`src/rtl/dma_priority_arbiter_pkg.sv`:
```
// dmaRegConfigPkg: shared channel count and arbiter FSM state encoding.
package dmaRegConfigPkg;

    localparam int CHANNELS = 4;

    typedef enum logic [1:0] {
        IDLE,
        HOLD_REQ,
        GRANTED,
        RELEASE
    } arb_state_t;

endpackage

```
`src/rtl/dma_priority_arbiter_rotate_pick.sv`:
```
// dma_rotate_pick: picks the first requesting channel at or after the highest-priority index, wrapping.
module dma_rotate_pick #(
    parameter int CHANNELS = 4,
    parameter int CW = 2
) (
    input  logic [CHANNELS-1:0] req,
    input  logic [CW-1:0]       high,
    output logic [CW-1:0]       winner
);

    logic [CW:0]   sum;
    logic [CW-1:0] idx;

    // Scan from lowest to highest priority so the highest-priority hit is written last.
    always_comb begin
        winner = high;
        sum = '0;
        idx = '0;
        for (int k = CHANNELS - 1; k >= 0; k--) begin
            sum = {1'b0, high} + (CW+1)'(k);
            idx = CW'(sum >= (CW+1)'(CHANNELS) ? sum - (CW+1)'(CHANNELS) : sum);
            if (req[idx]) winner = idx;
        end
    end

endmodule

```
`src/rtl/dma_priority_arbiter.sv`:
```
// dma_priority_arbiter: 8237-style DMA channel arbiter with hold request/acknowledge handshake
// and fixed or rotating priority.
module dma_priority_arbiter
    import dmaRegConfigPkg::*;
#(
    parameter int CHANNELS = dmaRegConfigPkg::CHANNELS
) (
    input  logic                        CLK,
    input  logic                        RESET,
    input  logic [CHANNELS-1:0]         DREQ,
    input  logic                        HLDA,
    input  logic [CHANNELS-1:0]         mask,
    input  logic [CHANNELS-1:0]         swReq,
    input  logic                        ctrlDisable,
    input  logic                        rotPriority,
    input  logic                        dreqSenseLow,
    input  logic                        dackSenseHigh,
    input  logic                        xferDone,
    output logic                        HRQ,
    output logic [CHANNELS-1:0]         DACK,
    output logic [$clog2(CHANNELS)-1:0] activeCh,
    output logic                        chValid,
    output logic [CHANNELS-1:0]         swReqClr
);

    localparam int CW = $clog2(CHANNELS);

    arb_state_t          state, state_n;
    logic [CHANNELS-1:0] dreq_q;
    logic [CHANNELS-1:0] eff_req;
    logic [CHANNELS-1:0] grant;
    logic [CW-1:0]       last_served;
    logic [CW-1:0]       high;
    logic [CW-1:0]       winner;
    logic                load;
    logic                done;

    assign eff_req = ((dreq_q ^ {CHANNELS{dreqSenseLow}}) & ~mask) | swReq;
    assign high    = rotPriority ? (last_served == CW'(CHANNELS - 1) ? '0 : last_served + 1'b1) : '0;
    assign chValid = state == GRANTED;
    assign grant   = chValid ? CHANNELS'(1) << activeCh : '0;
    assign DACK    = grant ^ {CHANNELS{~dackSenseHigh}};

    dma_rotate_pick #(
        .CHANNELS (CHANNELS),
        .CW       (CW)
    ) u_pick (
        .req    (eff_req),
        .high   (high),
        .winner (winner)
    );

    always_comb begin
        state_n = state;
        load = 1'b0;
        done = 1'b0;
        unique case (state)
            IDLE:     if (!ctrlDisable && |eff_req) state_n = HOLD_REQ;
            HOLD_REQ: begin
                if (ctrlDisable || ~|eff_req) state_n = IDLE;
                else if (HLDA) begin
                    state_n = GRANTED;
                    load = 1'b1;
                end
            end
            // Losing HLDA aborts the service without crediting the channel as served.
            GRANTED:  begin
                if (!HLDA) state_n = IDLE;
                else if (xferDone) begin
                    state_n = RELEASE;
                    done = 1'b1;
                end
            end
            RELEASE:  if (!HLDA) state_n = IDLE;
            default:  state_n = IDLE;
        endcase
    end

    always_ff @(posedge CLK or negedge RESET) begin
        if (!RESET) begin
            state       <= IDLE;
            HRQ         <= 1'b0;
            dreq_q      <= '0;
            activeCh    <= '0;
            last_served <= CW'(CHANNELS - 1);
            swReqClr    <= '0;
        end else begin
            state    <= state_n;
            HRQ      <= state_n == HOLD_REQ || state_n == GRANTED;
            dreq_q   <= DREQ;
            swReqClr <= done ? CHANNELS'(1) << activeCh : '0;
            if (load) activeCh <= winner;
            if (done) last_served <= activeCh;
        end
    end

endmodule

```
`config.mk`:
```
export PLATFORM = sky130hd
export DESIGN_NAME = dma_priority_arbiter
export DESIGN_NICKNAME = d
export VERILOG_FILES = /design/src/rtl/dma_priority_arbiter_pkg.sv /design/src/rtl/dma_priority_arbiter_rotate_pick.sv /design/src/rtl/dma_priority_arbiter.sv
export SDC_FILE = /design/constraint.sdc
export NUM_CORES = 1
export LEC_CHECK = 0
export ABC_AREA = 1
export BUFFER_PORTS_ARGS = -buffer_cell sky130_fd_sc_hd__buf_2
export CELL_PAD_IN_SITES_DETAIL_PLACEMENT = 1
export CELL_PAD_IN_SITES_GLOBAL_PLACEMENT = 2
export CORE_UTILIZATION = 23
export DETAILED_ROUTE_END_ITERATION = 7
export GPL_TIMING_DRIVEN = 1
export PLACE_DENSITY = 0.82
export SYNTH_ARGS = -nofsm -noshare
export SYNTH_HDL_FRONTEND = slang
export SYNTH_HIERARCHICAL = 1
export SYNTH_SLANG_ARGS = --single-unit
```
`constraint.sdc`:
```
create_clock -name CLK -period 1.61 [get_ports CLK]
set_input_delay 0.483 -clock CLK [delete_from_list [all_inputs] [get_ports CLK]]
set_output_delay 0.483 -clock CLK [all_outputs]
set_load 0.05 [all_outputs]
```
# Word-level counts from Yosys, hierarchy flattened
# Index checks and enable logic that the tools add are counted.
dict set report op_classes {
  addsub 8
  magnitude_cmp 8
  n_eq_ne 6
  shift 1
  muxes 33
  bitwise 6
  n_reduce_logical 7
}
# op n
set ops {}
lappend ops {{2-bit 2-to-1 mux} 16}
lappend ops {{2-bit by 3-bit less-than comparator with 1-bit output (second input constant)} 4}
lappend ops {{1-bit 2-to-1 mux} 10}
lappend ops {{3-bit greater-or-equal comparator (second input constant)} 3}
lappend ops {{1-bit binary-select mux with 2-bit select} 4}
lappend ops {{2-bit == test (second input constant)} 4}
lappend ops {{4-bit 2-to-1 mux} 2}
lappend ops {{2-bit one-hot mux with 4 select lines} 1}
lappend ops {{2-bit by 1-bit subtractor with 2-bit output (second input constant)} 4}
lappend ops {{4-bit XOR} 2}
lappend ops {{2-bit by 2-bit adder with 3-bit output (second input constant)} 2}
lappend ops {{4-bit bitwise AND} 1}
lappend ops {{2-bit by 1-bit == test with 1-bit output (second input constant)} 2}
lappend ops {{4-bit NOT} 1}
lappend ops {{4-bit OR} 1}
lappend ops {{4-bit OR reduction} 1}
lappend ops {{1-bit by 2-bit << shifter with 4-bit output (first input constant)} 1}
lappend ops {{2-bit by 1-bit adder with 3-bit output (second input constant)} 1}
lappend ops {{2-bit by 3-bit greater-or-equal comparator with 1-bit output (second input constant)} 1}
lappend ops {{2-bit by 1-bit adder with 2-bit output (second input constant)} 1}
lappend ops {{1-bit logical NOT} 2}
lappend ops {{2-bit logical NOT} 1}
lappend ops {{1-bit logical OR} 2}
lappend ops {{1-bit logical AND} 1}
lappend ops {{1-bit NOT} 1}
dict set report totals {
  register_bits 15
  input_bits 20
  out_inout_bits 12
  elab_cells 75
}

# Depth between registers and ports, before layout
# Gate-level depths: netlist of the first run.
dict set report logic_depth {
  word_depth 12
  ltp_mapped 17
  mapped_depth_nobuf 16
}

# Hierarchy
# The synthesis of the first run kept the hierarchy.
# mod instances cells_each area_each_um2 seq_area_each_um2
set by_module_without_submodules {}
lappend by_module_without_submodules {dma_priority_arbiter 1 88 743.2 377.9}
lappend by_module_without_submodules {dma_rotate_pick 1 51 219.0 0.0}

# Worst setup path before layout of the first run
# OpenSTA, ideal clock, no wires.
dict set report synth_path {
  path_type {register to output}
  start {register activeCh[1]}
  end {output DACK[1]}
  arrival_ns 1.742
  slack_ns -0.615
  path_stages_with_launch 4
  cell_sequence {dfrtp_1 -> inv_1 -> nand3_1 -> xor2_1}
}
dict set report synth_via {
  elab_chain_cells 3
}
# element line_no
set synth_rtl {}
lappend synth_rtl {{start: declaration} dma_priority_arbiter.sv:21} ;# output logic [$clog2(CHANNELS)-1:0] activeCh,
lappend synth_rtl {{start signal: assignment} dma_priority_arbiter.sv:92} ;# if (load) activeCh <= winner;
lappend synth_rtl {{1-bit by 2-bit << shifter with 4-bit output} dma_priority_arbiter.sv:41} ;# assign grant = chValid ? CHANNELS'(1) << activeCh : '0;
lappend synth_rtl {{4-bit 2-to-1 mux} dma_priority_arbiter.sv:41}
lappend synth_rtl {{4-bit XOR} dma_priority_arbiter.sv:42} ;# assign DACK = grant ^ {CHANNELS{~dackSenseHigh}};
lappend synth_rtl {{end: declaration} dma_priority_arbiter.sv:20} ;# output logic [CHANNELS-1:0] DACK,
# Every way passes these cells.

# Final worst setup path of the first run
dict set report layout_path {
  start {register state[1]}
  end {output DACK[1]}
}
dict set report layout_via {
  elab_chain_cells 3
}
# element line_no
set layout_rtl {}
lappend layout_rtl {{start: declaration} dma_priority_arbiter.sv:28} ;# arb_state_t state, state_n;
lappend layout_rtl {{start signal: assignment} dma_priority_arbiter.sv:88} ;# state <= state_n;
lappend layout_rtl {{2-bit == test} dma_priority_arbiter.sv:40} ;# assign chValid = state == GRANTED;
lappend layout_rtl {{4-bit 2-to-1 mux} dma_priority_arbiter.sv:41}
lappend layout_rtl {{4-bit XOR} dma_priority_arbiter.sv:42}
# Every way passes these cells.

==> reports/metrics.cfg, run 1 <==
[logic_synthesis]
ys_types=20
synth_common_cells=nand2_1 (50), inv_1 (23), nand3_1 (14), dfrtp_1 (13), nor2_1 (13)
synth_top_family_by_area=simple AND/OR/NAND/NOR gates
synth.area.mux_share_pct=0
yosysMostFrequentCell=nand2_1
yosysSeqAreaShare_pct=39.3
synthFlopType=dfrtp_1
synth_area_per_cell_sq_um=6.92
synth_top_cell_area_share_pct=33.8
synth-adder-area-share_pct=1.30
synth_top_area_cell=dfrtp_1
synth_top_cells_by_area=dfrtp_1 (34%), nand2_1 (20%), inv_1 (9.0%), nand3_1 (7.3%), dfstp_2 (5.5%)
synthSimpleGateAreaFrac_pct=35.9
synth_compound_area_share_pct=7.28
netlist_area_sq_um=962
syn-num-nets=160
synth_edf_count=0
syn_inst=139
ys_seq_elements=15
async_reset_ff_share_pct=100
yosys_warnings=6
synth-xor-area-share_pct=3.64

[grt]
grt_pass1_wl_mm=4.67
grt_use_total_pct=14.2
overflow=0
antenna_found_initial=0
grt_max_degree=16
first_global_vias=1087

[hold_path]
min_path_type=in -> async

[outcome]
violations=negative setup slack
outcome=finished with violations

[setup_path]
critPathLaunchType=flop
slowest_stage=dfrtp_1
rrSetupSlack_ps=-120
endpoint=DACK[1]
cpPeakStageDelay_ps=360
worstPathMaxFanout=5
crit_required_ps=1130
critPathArrivalTime_ps=1330
critPathTopFamily=flip-flops
critical_path_depth=6
reg2reg_depth=15
critPathLaunch=state[1]
r2r-start=last_served[1]
critical_path_buf_inv_count=3
rr_endpoint=activeCh[0]
critPathCaptureType=output port
criticalPathCategory=reg -> out
cp_cell_sequence=inv_2 > nor2_4 > buf_12 > nand3_4 > xor2_4 > buf_6

[clock_tree]
cts_buffer_depth=2
cts_inserted_buffers=3
cts_tree=done
clk_pin_slew_ps=60
cts_root_buffer=clkbuf_8
ctsHoldBuffers=0
clock_latency_ps=250
cts_sinks=15
h-tree-depth=1

[flow_run]
maxCapViolCount=0

[route]
vias_per_cell=4.38
routedWlPerCell_um=12.2
dr.pass1.iters=4
drt-initial-drc-count=13
routed-via-count=1050
drtAntennaViolNets=0
drt-total-wl_mm=2.93
drc=0

[power_and_ir_drop]
max-vdd-ir-drop_uv=796
p_leak_nw=0.846
p_per_area_mw_per_mm2=1410

[placement]
place_ws_ps=-266
routabilityCongestion=0.740
place_area_sq_mm=0.00133
dp_hpwl_mm=2.18
numPortBuffers=31

[timing]
fin_hold_ws_ps=127
slew_headroom_pct=75.9
skew_ps=5.65
finalSetupViolCount=7
tns_ps=-1100
drv_slew=0
fmax_mhz=551
fin_crit_ps=1810
grt_setup_unrepaired=true
worst-slew-pin-transition_ps=361
hold_viol_final=0
post-route-period-util_pct=113
setup_slack_ps=-205

[finish]
drive_above_1_share_pct=49.5
area_growth_syn_to_layout_pct=67.6
antennaDiodeCount=0
finalInstanceArea_sq_mm=0.00161
final_nets=212

[floorplan]
core_region_area_sq_mm=0.00400
dieArea_sq_mm=0.00445
rows=23
ios=32
die_h_um=66.7
die_x_um=66.7
initial_utilization_pct=24.1

==> per-layer routing <==
metal | global-route usage [%] | wire length (um) | vias up | part of all wire [%]
li1 | - | - | 527 | -
met5 | 0 | 0 | - | 0
met1 | 14.8 | 1130 | 493 | 39
met2 | 27.0 | 1600 | 23 | 55
met3 | 2.74 | 128 | 7 | 4.4
met4 | 6.38 | 66 | 0 | 2.3
==> what timing repair did <==
action                     in CTS  in global routing
gates cloned                    0                  1
resized for setup              30                 24
buffers inserted                4                  1
setup endpoints to repair       7                  7
pin swaps                       7                 14
==> worst register-to-register path, stage by stage (launching register included) <==
cell and delay (ps):
dfstp_2 550, ha_4 210, nand2_4 60, inv_4 50, inv_6 70, nand2_2 50
nand2_2 90, nand2_2 60, nand2_1 60, nand2_1 50, nand2_1 80, nand2_1 50
nand2_1 50, nand2_1 50, nor2_1 80, a21oi_1 40
==> state kept, by name (all words and copies together) (netlist names) <==
register / flops
activeCh: 2
HRQ: 1
last_served: 2
dreq_q: 4
state: 2
swReqClr: 4
==> worst min-delay path by stage <==
stage	start	endpoint	depth (start not counted)
after global routing	RESET	state[0]	1
final	RESET	swReqClr[2]	1
after detailed placement	RESET	swReqClr[0]	1
after global placement	RESET	swReqClr[0]	1
after CTS	RESET	swReqClr[2]	1
after floorplan	RESET	HRQ	0
==> metrics by stage <==
step / instances / power [mW] / util [%]
global route: 240 / 2.45 / 40.3
floorplan: 139 / 1.23 / -
global placement: 231 / 1.55 / 33.3
finish: 240 / 2.28 / 40.3
CTS: 239 / 2.11 / 38.3
detailed placement: 231 / 1.59 / 33.3
==> area by class of cell <==
cell class              instances  area, sq um
clock buffers                   4         45.0
fillers                       478         2390
inverters                      25          114
multi-input cells              97          664
flip-flops and latches         15          380
well taps                      50         62.6
repair buffers                 49          347
==> where the power goes <==
part / switching, mW / internal (mW)
clock network: 0.132 / 0.176
logic: 0.836 / 0.557
registers: 0.107 / 0.470
==> layout by cell type (no fill, tap or decap), drive strengths merged <==
master / instances
nand3: 15
inv: 24
o21bai: 3
nor3: 1
xor2: 4
clkbuf: 4
buf: 49
nor2: 14
nand2: 52
dfrtp: 13
a31oi: 1
clkinv: 1
a21oi: 3
ha: 1
dfstp: 2
o21ai: 3
==> logic make-up (layout without fill, tap and decap cells) <==
logic type                 after synthesis  in the layout
adders and majority gates                1              1
AOI/OAI and AO/OA                       10             10
xor gates and xnor gates                 4              4
buffers and inverters                   27             78
and+or+nand+nor                         82             82
DFF                                     15             15
Power figures use the tool's default switching activity.
==> inputs of run 2 (changes only) <==
- SKIP_LAST_GASP: not set -> 1
==> reports/metrics.cfg, run 2 (synthesis results as in run 1) <==
[outcome]
outcome=finished with violations  ; unchanged
violations=negative setup slack  ; unchanged

[floorplan]
rows=23  ; unchanged
die_h_um=66.7  ; unchanged
die_x_um=66.7  ; unchanged
initial_utilization_pct=24.1  ; unchanged
core_region_area_sq_mm=0.00400  ; unchanged
ios=32  ; unchanged
dieArea_sq_mm=0.00445  ; unchanged

[route]
vias_per_cell=4.38  ; about the same
dr.pass1.iters=4  ; unchanged
routed-via-count=1051  ; was 1,050
routedWlPerCell_um=12.2  ; about the same
drc=0  ; unchanged
drtAntennaViolNets=0  ; unchanged
drt-initial-drc-count=11  ; was 13
drt-total-wl_mm=2.92  ; was 2.93 mm

[grt]
overflow=0  ; unchanged
grt_max_degree=16  ; unchanged
grt_pass1_wl_mm=4.67  ; unchanged
grt_use_total_pct=14.2  ; unchanged
first_global_vias=1087  ; unchanged
antenna_found_initial=0  ; unchanged

[setup_path]
critPathCaptureType=output port  ; unchanged
worstPathMaxFanout=5  ; unchanged
crit_required_ps=1130  ; about the same
criticalPathCategory=reg -> out  ; unchanged
critPathLaunchType=flop  ; unchanged
critPathArrivalTime_ps=1330  ; about the same
reg2reg_depth=15  ; unchanged
critPathLaunch=state[1]  ; unchanged
rrSetupSlack_ps=-120  ; about the same
r2r-start=last_served[1]  ; unchanged

[placement]
dp.cells=231  ; unchanged
place_area_sq_mm=0.00133  ; unchanged
routabilityCongestion=0.740  ; unchanged
dp_hpwl_mm=2.18  ; unchanged
place_ws_ps=-266  ; unchanged
numPortBuffers=31  ; unchanged

[power_and_ir_drop]
p_leak_nw=0.845  ; was 0.846 nW
internal_power_mw=1.20  ; about the same
max-vdd-ir-drop_uv=795  ; was 796 uV
power_frac_seq_pct=25.4  ; was 25.3%
swShare_pct=47.2  ; about the same
clkPwrFrac_pct=13.5  ; about the same
switchingPower_mw=1.07  ; about the same
p_per_area_mw_per_mm2=1410  ; about the same
comb_power_share_pct=61.2  ; about the same

[timing]
setup_slack_ps=-204  ; was -205 ps
drv_slew=0  ; unchanged
worst-slew-pin-transition_ps=361  ; unchanged
finalSetupViolCount=7  ; unchanged
skew_ps=5.88  ; was 5.65 ps
slew_headroom_pct=75.9  ; unchanged
hold_viol_final=0  ; unchanged
fmax_mhz=551  ; about the same
grt_setup_unrepaired=true  ; unchanged
post-route-period-util_pct=113  ; about the same
fin_crit_ps=1810  ; about the same
fin_hold_ws_ps=122  ; was 127 ps

[finish]
layout_common_cells=nand2_1 (37), buf_2 (27), inv_1 (18), buf_4 (15), nor2_1 (12)  ; was nand2_1 (37), buf_2 (27), inv_1 (18), buf_4 (14), nor2_1 (12)
antennaDiodeCount=0  ; unchanged
fillers=477  ; was 478
fin_cells=240  ; unchanged
fin_util_pct=40.2  ; was 40.3%
area_growth_syn_to_layout_pct=67.2  ; was 67.6%
final_common_cell=nand2_1  ; unchanged
finalInstanceArea_sq_mm=0.00161  ; about the same
drive_above_1_share_pct=49.5  ; unchanged
top_regs=dreq_q (4), swReqClr (4)  ; unchanged
final_nets=212  ; unchanged

[clock_tree]
cts_sinks=15  ; unchanged
cts_root_buffer=clkbuf_8  ; unchanged
h-tree-depth=1  ; unchanged
cts_tree=done  ; unchanged
cts_inserted_buffers=3  ; unchanged
clk_pin_slew_ps=60  ; about the same
clock_latency_ps=250  ; about the same
cts_buffer_depth=2  ; unchanged

[flow_run]
maxCapViolCount=0  ; unchanged

[hold_path]
min_path_type=in -> async  ; unchanged

run 2: cell counts in the layout (fill, tap and decap cells not counted):
No cell type changed its count.
run 2: critical path, stage by stage (launching register included):
cell and delay, ps:
dfrtp_1 360, inv_2 50, nor2_4 120, buf_12 130
nand3_4 90, xor2_4 160, buf_6 160
run 2: per-stage QoR:
step | setup TNS, ps | power [mW]
after CTS | -1280 | 2.11
after global placement | -707 | 1.55
after global routing | -1630 | 2.44
final | -1120 | 2.27
after floorplan | -1070 | 1.23
after detailed placement | -903 | 1.59
run 2: per-layer routing:
metal	part of all wire, %	up-vias	routed length, um	global-route usage [%]
met5	0	-	0	0
met4	2.3	0	66	6.38
met3	4.4	7	128	2.74
met2	55	23	1610	27.0
met1	38	496	1120	14.8
li1	-	525	-	-
run 2: final timing paths:
check                            endpoint
hold reg to reg            last_served[1]
hold / removal                swReqClr[0]
setup / recovery                  DACK[1]
min in group CLK                dreq_q[2]
setup reg to reg              activeCh[0]
max in group asynchronous  last_served[0]
run 2: final cells by class:
type	count	area [sq um]	share of cell area, %
multi-input combinational	97	664	41.3
timing repair buffer	49	343	21.3
tap	50	62.6	3.89
clock buffer	4	45.0	2.80
sequential	15	380	23.6
inverter	25	114	7.08
run 2: power groups by stage:
stage	clock [mW]	sequential, mW	combinational, mW
finish	0.307	0.577	1.39
global route	0.326	0.589	1.53
CTS	0.314	0.575	1.22
detailed placement	0	0.534	1.06
global placement	0	0.531	1.02
floorplan	0	0.642	0.589
run 2: repair_timing:
item | in CTS | in global routing
gates resized for setup | 30 | 23
hold buffers | 0 | 0
setup endpoints to repair | 7 | 7
gates cloned | 0 | 1
pin swaps | 7 | 14
buffers inserted | 4 | 1
==> inputs of run 3 (changes only) <==
- ABC_AREA: 1 -> not set
- CORE_UTILIZATION: 23 -> 25
- REMOVE_ABC_BUFFERS: not set -> 1
==> reports/metrics.cfg, run 3 <==
[outcome]
outcome=finished with violations  ; unchanged
violations=negative setup slack  ; unchanged

[route]
drtAntennaViolNets=0  ; unchanged
routedWlPerCell_um=12.6  ; was 12.2 um
drc=0  ; unchanged
dr.pass1.iters=4  ; unchanged
vias_per_cell=4.30  ; was 4.38
drt-total-wl_mm=2.13  ; was 2.92 mm
drt-initial-drc-count=15  ; was 11
routed-via-count=726  ; was 1,051

[logic_synthesis]
synth_top_area_cell=dfrtp_1  ; unchanged
synth_edf_count=0  ; unchanged
ys_seq_elements=15  ; unchanged
synth_top_cell_area_share_pct=40.2  ; was 33.8%
synth_top_cells_by_area=dfrtp_1 (40%), dfstp_2 (6.5%), mux2_1 (5.6%), xnor2_1 (5.4%), xnor2_2 (4.0%)  ; was dfrtp_1 (34%), nand2_1 (20%), inv_1 (9.0%), nand3_1 (7.3%), dfstp_2 (5.5%)
yosys_warnings=6  ; unchanged
synth_compound_area_share_pct=16.6  ; was 7.28%
synth.area.mux_share_pct=5.57  ; was 0%
ys_types=28  ; was 20
synthSimpleGateAreaFrac_pct=14.4  ; was 35.9%
yosysSeqAreaShare_pct=46.7  ; was 39.3%
synth_common_cells=dfrtp_1 (13), nor2_1 (7), inv_1 (6), xnor2_1 (5)  ; was nand2_1 (50), inv_1 (23), nand3_1 (14), dfrtp_1 (13), nor2_1 (13)
yosysMostFrequentCell=dfrtp_1  ; was nand2_1
syn_inst=74  ; was 139
synth-xor-area-share_pct=10.5  ; was 3.64%
synth_top_family_by_area=compound AO/OA/AOI/OAI gates  ; was simple AND/OR/NAND/NOR gates
synth_area_per_cell_sq_um=10.9  ; was 6.92 sq um
netlist_area_sq_um=808  ; was 962 sq um
synthFlopType=dfrtp_1  ; unchanged
async_reset_ff_share_pct=100  ; unchanged
synth-adder-area-share_pct=1.55  ; was 1.30%

[power_and_ir_drop]
p_per_area_mw_per_mm2=1220  ; was 1410 mW/mm^2
finalPower_mw=1.54  ; was 2.27 mW
max-vdd-ir-drop_uv=410  ; was 795 uV
p_leak_nw=0.628  ; was 0.845 nW

[clock_tree]
h-tree-depth=1  ; unchanged
cts_sinks=15  ; unchanged
clk_pin_slew_ps=80  ; was 60 ps
cts_buffer_depth=2  ; unchanged
cts_root_buffer=clkbuf_4  ; was clkbuf_8
clock_latency_ps=270  ; was 250 ps
cts_inserted_buffers=3  ; unchanged
ctsHoldBuffers=0  ; unchanged
cts_tree=done  ; unchanged

[timing]
fin_crit_ps=1870  ; was 1810 ps
slew_headroom_pct=78.8  ; was 75.9%
fin_hold_ws_ps=91.0  ; was 122 ps
setup_slack_ps=-264  ; was -204 ps
worst-slew-pin-transition_ps=318  ; was 361 ps
post-route-period-util_pct=116  ; was 113%
fmax_mhz=534  ; was 551 MHz
skew_ps=0.743  ; was 5.88 ps
finalSetupViolCount=8  ; was 7
grt_setup_unrepaired=true  ; unchanged
hold_viol_final=0  ; unchanged
drv_slew=0  ; unchanged

[placement]
dp_hpwl_mm=1.64  ; was 2.18 mm
routabilityCongestion=0.743  ; was 0.740
place_ws_ps=-356  ; was -266 ps
place_area_sq_mm=0.00110  ; was 0.00133 sq mm
numPortBuffers=31  ; unchanged

[hold_path]
min_path_type=in -> async  ; unchanged

[setup_path]
cp_cell_sequence=nand2b_4 > nor2_1 > xnor2_1 > buf_4  ; was inv_2 > nor2_4 > buf_12 > nand3_4 > xor2_4 > buf_6
worstPathMaxFanout=5  ; unchanged
criticalPathCategory=reg -> out  ; unchanged
rrSetupSlack_ps=-140  ; was -120 ps
critPathLaunchType=flop  ; unchanged
critical_path_depth=4  ; was 6
critPathCaptureType=output port  ; unchanged
critPathArrivalTime_ps=1390  ; was 1330 ps
critPathTopFamily=flip-flops  ; unchanged
slowest_stage=dfrtp_2  ; was dfrtp_1
r2r-start=dreq_q[0]  ; was last_served[1]
crit_required_ps=1130  ; about the same
rr_endpoint=activeCh[1]  ; was activeCh[0]
reg2reg_depth=6  ; was 15
cpPeakStageDelay_ps=480  ; was 360 ps
critical_path_buf_inv_count=1  ; was 3

[grt]
grt_max_degree=16  ; unchanged
grt_pass1_wl_mm=3.81  ; was 4.67 mm
first_global_vias=845  ; was 1,087
grt_use_total_pct=14.7  ; was 14.2%
overflow=0  ; unchanged
antenna_found_initial=0  ; unchanged

[floorplan]
ios=32  ; unchanged
die_x_um=58.9  ; was 66.7 um
dieArea_sq_mm=0.00346  ; was 0.00445 sq mm
die_h_um=58.9  ; was 66.7 um
core_region_area_sq_mm=0.00305  ; was 0.00400 sq mm
initial_utilization_pct=26.5  ; was 24.1%
rows=20  ; was 23

[flow_run]
maxCapViolCount=0  ; unchanged

[finish]
top_regs=dreq_q (4), swReqClr (4)  ; unchanged
final_common_cell=buf_2  ; was nand2_1
finalInstanceArea_sq_mm=0.00126  ; was 0.00161 sq mm
fillers=371  ; was 477
drive_above_1_share_pct=57.6  ; was 49.5%
layout_common_cells=buf_2 (25), buf_4 (19), dfrtp_1 (11), inv_1 (6), nor2_1 (6)  ; was nand2_1 (37), buf_2 (27), inv_1 (18), buf_4 (15), nor2_1 (12)
final_nets=147  ; was 212
area_growth_syn_to_layout_pct=56.2  ; was 67.2%
antennaDiodeCount=0  ; unchanged

## run 3: cell types whose count changed in the layout (fill, tap and decap cells not counted), moves of 4 or more
cell / change
nand2_1: -34
inv_1: -12
nand2_2: -11
nand3_1: -8
nor2_1: -6
buf_4: +4
nand2_4: -4
nand3_4: -4
o22ai_1: +4
xnor2_1: +4
xor2_4: -4
## run 3: per-layer routing
| metal | vias up | GRT usage (%) | routed length, um |
|---|---|---|---|
| li1 | 361 | - | - |
| met1 | 348 | 17.2 | 860 |
| met2 | 15 | 26.9 | 1190 |
| met3 | 2 | 1.76 | 58 |
| met4 | 0 | 6.12 | 22 |
| met5 | - | 0 | 0 |
## run 3: layout make-up
cell class,count,area [sq um],share of cell area (%)
timing repair buffer,48,317,25.1
clock buffer,4,26.3,2.08
tap,44,55.1,4.36
inverter,7,26.3,2.08
sequential,15,380,30.1
multi-input combinational,51,458,36.3
## run 3: report_power, final
group	switching [mW]	leakage [nW]	internal [mW]
clock	0.110	0.0150	0.0958
sequential	0.0791	0.183	0.462
combinational	0.415	0.430	0.382
## run 3: per-stage QoR
| stage | std cells | util [%] | TNS [ps] |
|---|---|---|---|
| floorplan | 73 | - | -2670 |
| global placement | 161 | 36.2 | -1040 |
| detailed placement | 161 | 36.2 | -1410 |
| CTS | 167 | 39.3 | -1140 |
| global route | 169 | 41.4 | -1860 |
| finish | 169 | 41.4 | -1310 |
## run 3: repair_timing
item                       CTS  global route
setup buffers                3             4
pin swaps                    5             9
setup endpoints to repair    8            10
gates resized for setup     17            10
## run 3: cells by family after synthesis
family,count (synthesis)
buffers and inverters,8
DFF,15
adders and majority gates,1
AOI/OAI and AO/OA,16
muxes,4
and+or+nand+nor,22
xor gates and xnor gates,8
## run 3: worst max-delay path by stage
stage	slack, ps	from	to
after floorplan	-650	activeCh[1]	DACK[1]
after global placement	-270	dreqSenseLow	activeCh[1]
after detailed placement	-360	dreqSenseLow	activeCh[1]
after CTS	-260	state[0]	DACK[0]
after global routing	-330	activeCh[1]	DACK[1]
final	-260	activeCh[1]	DACK[1]
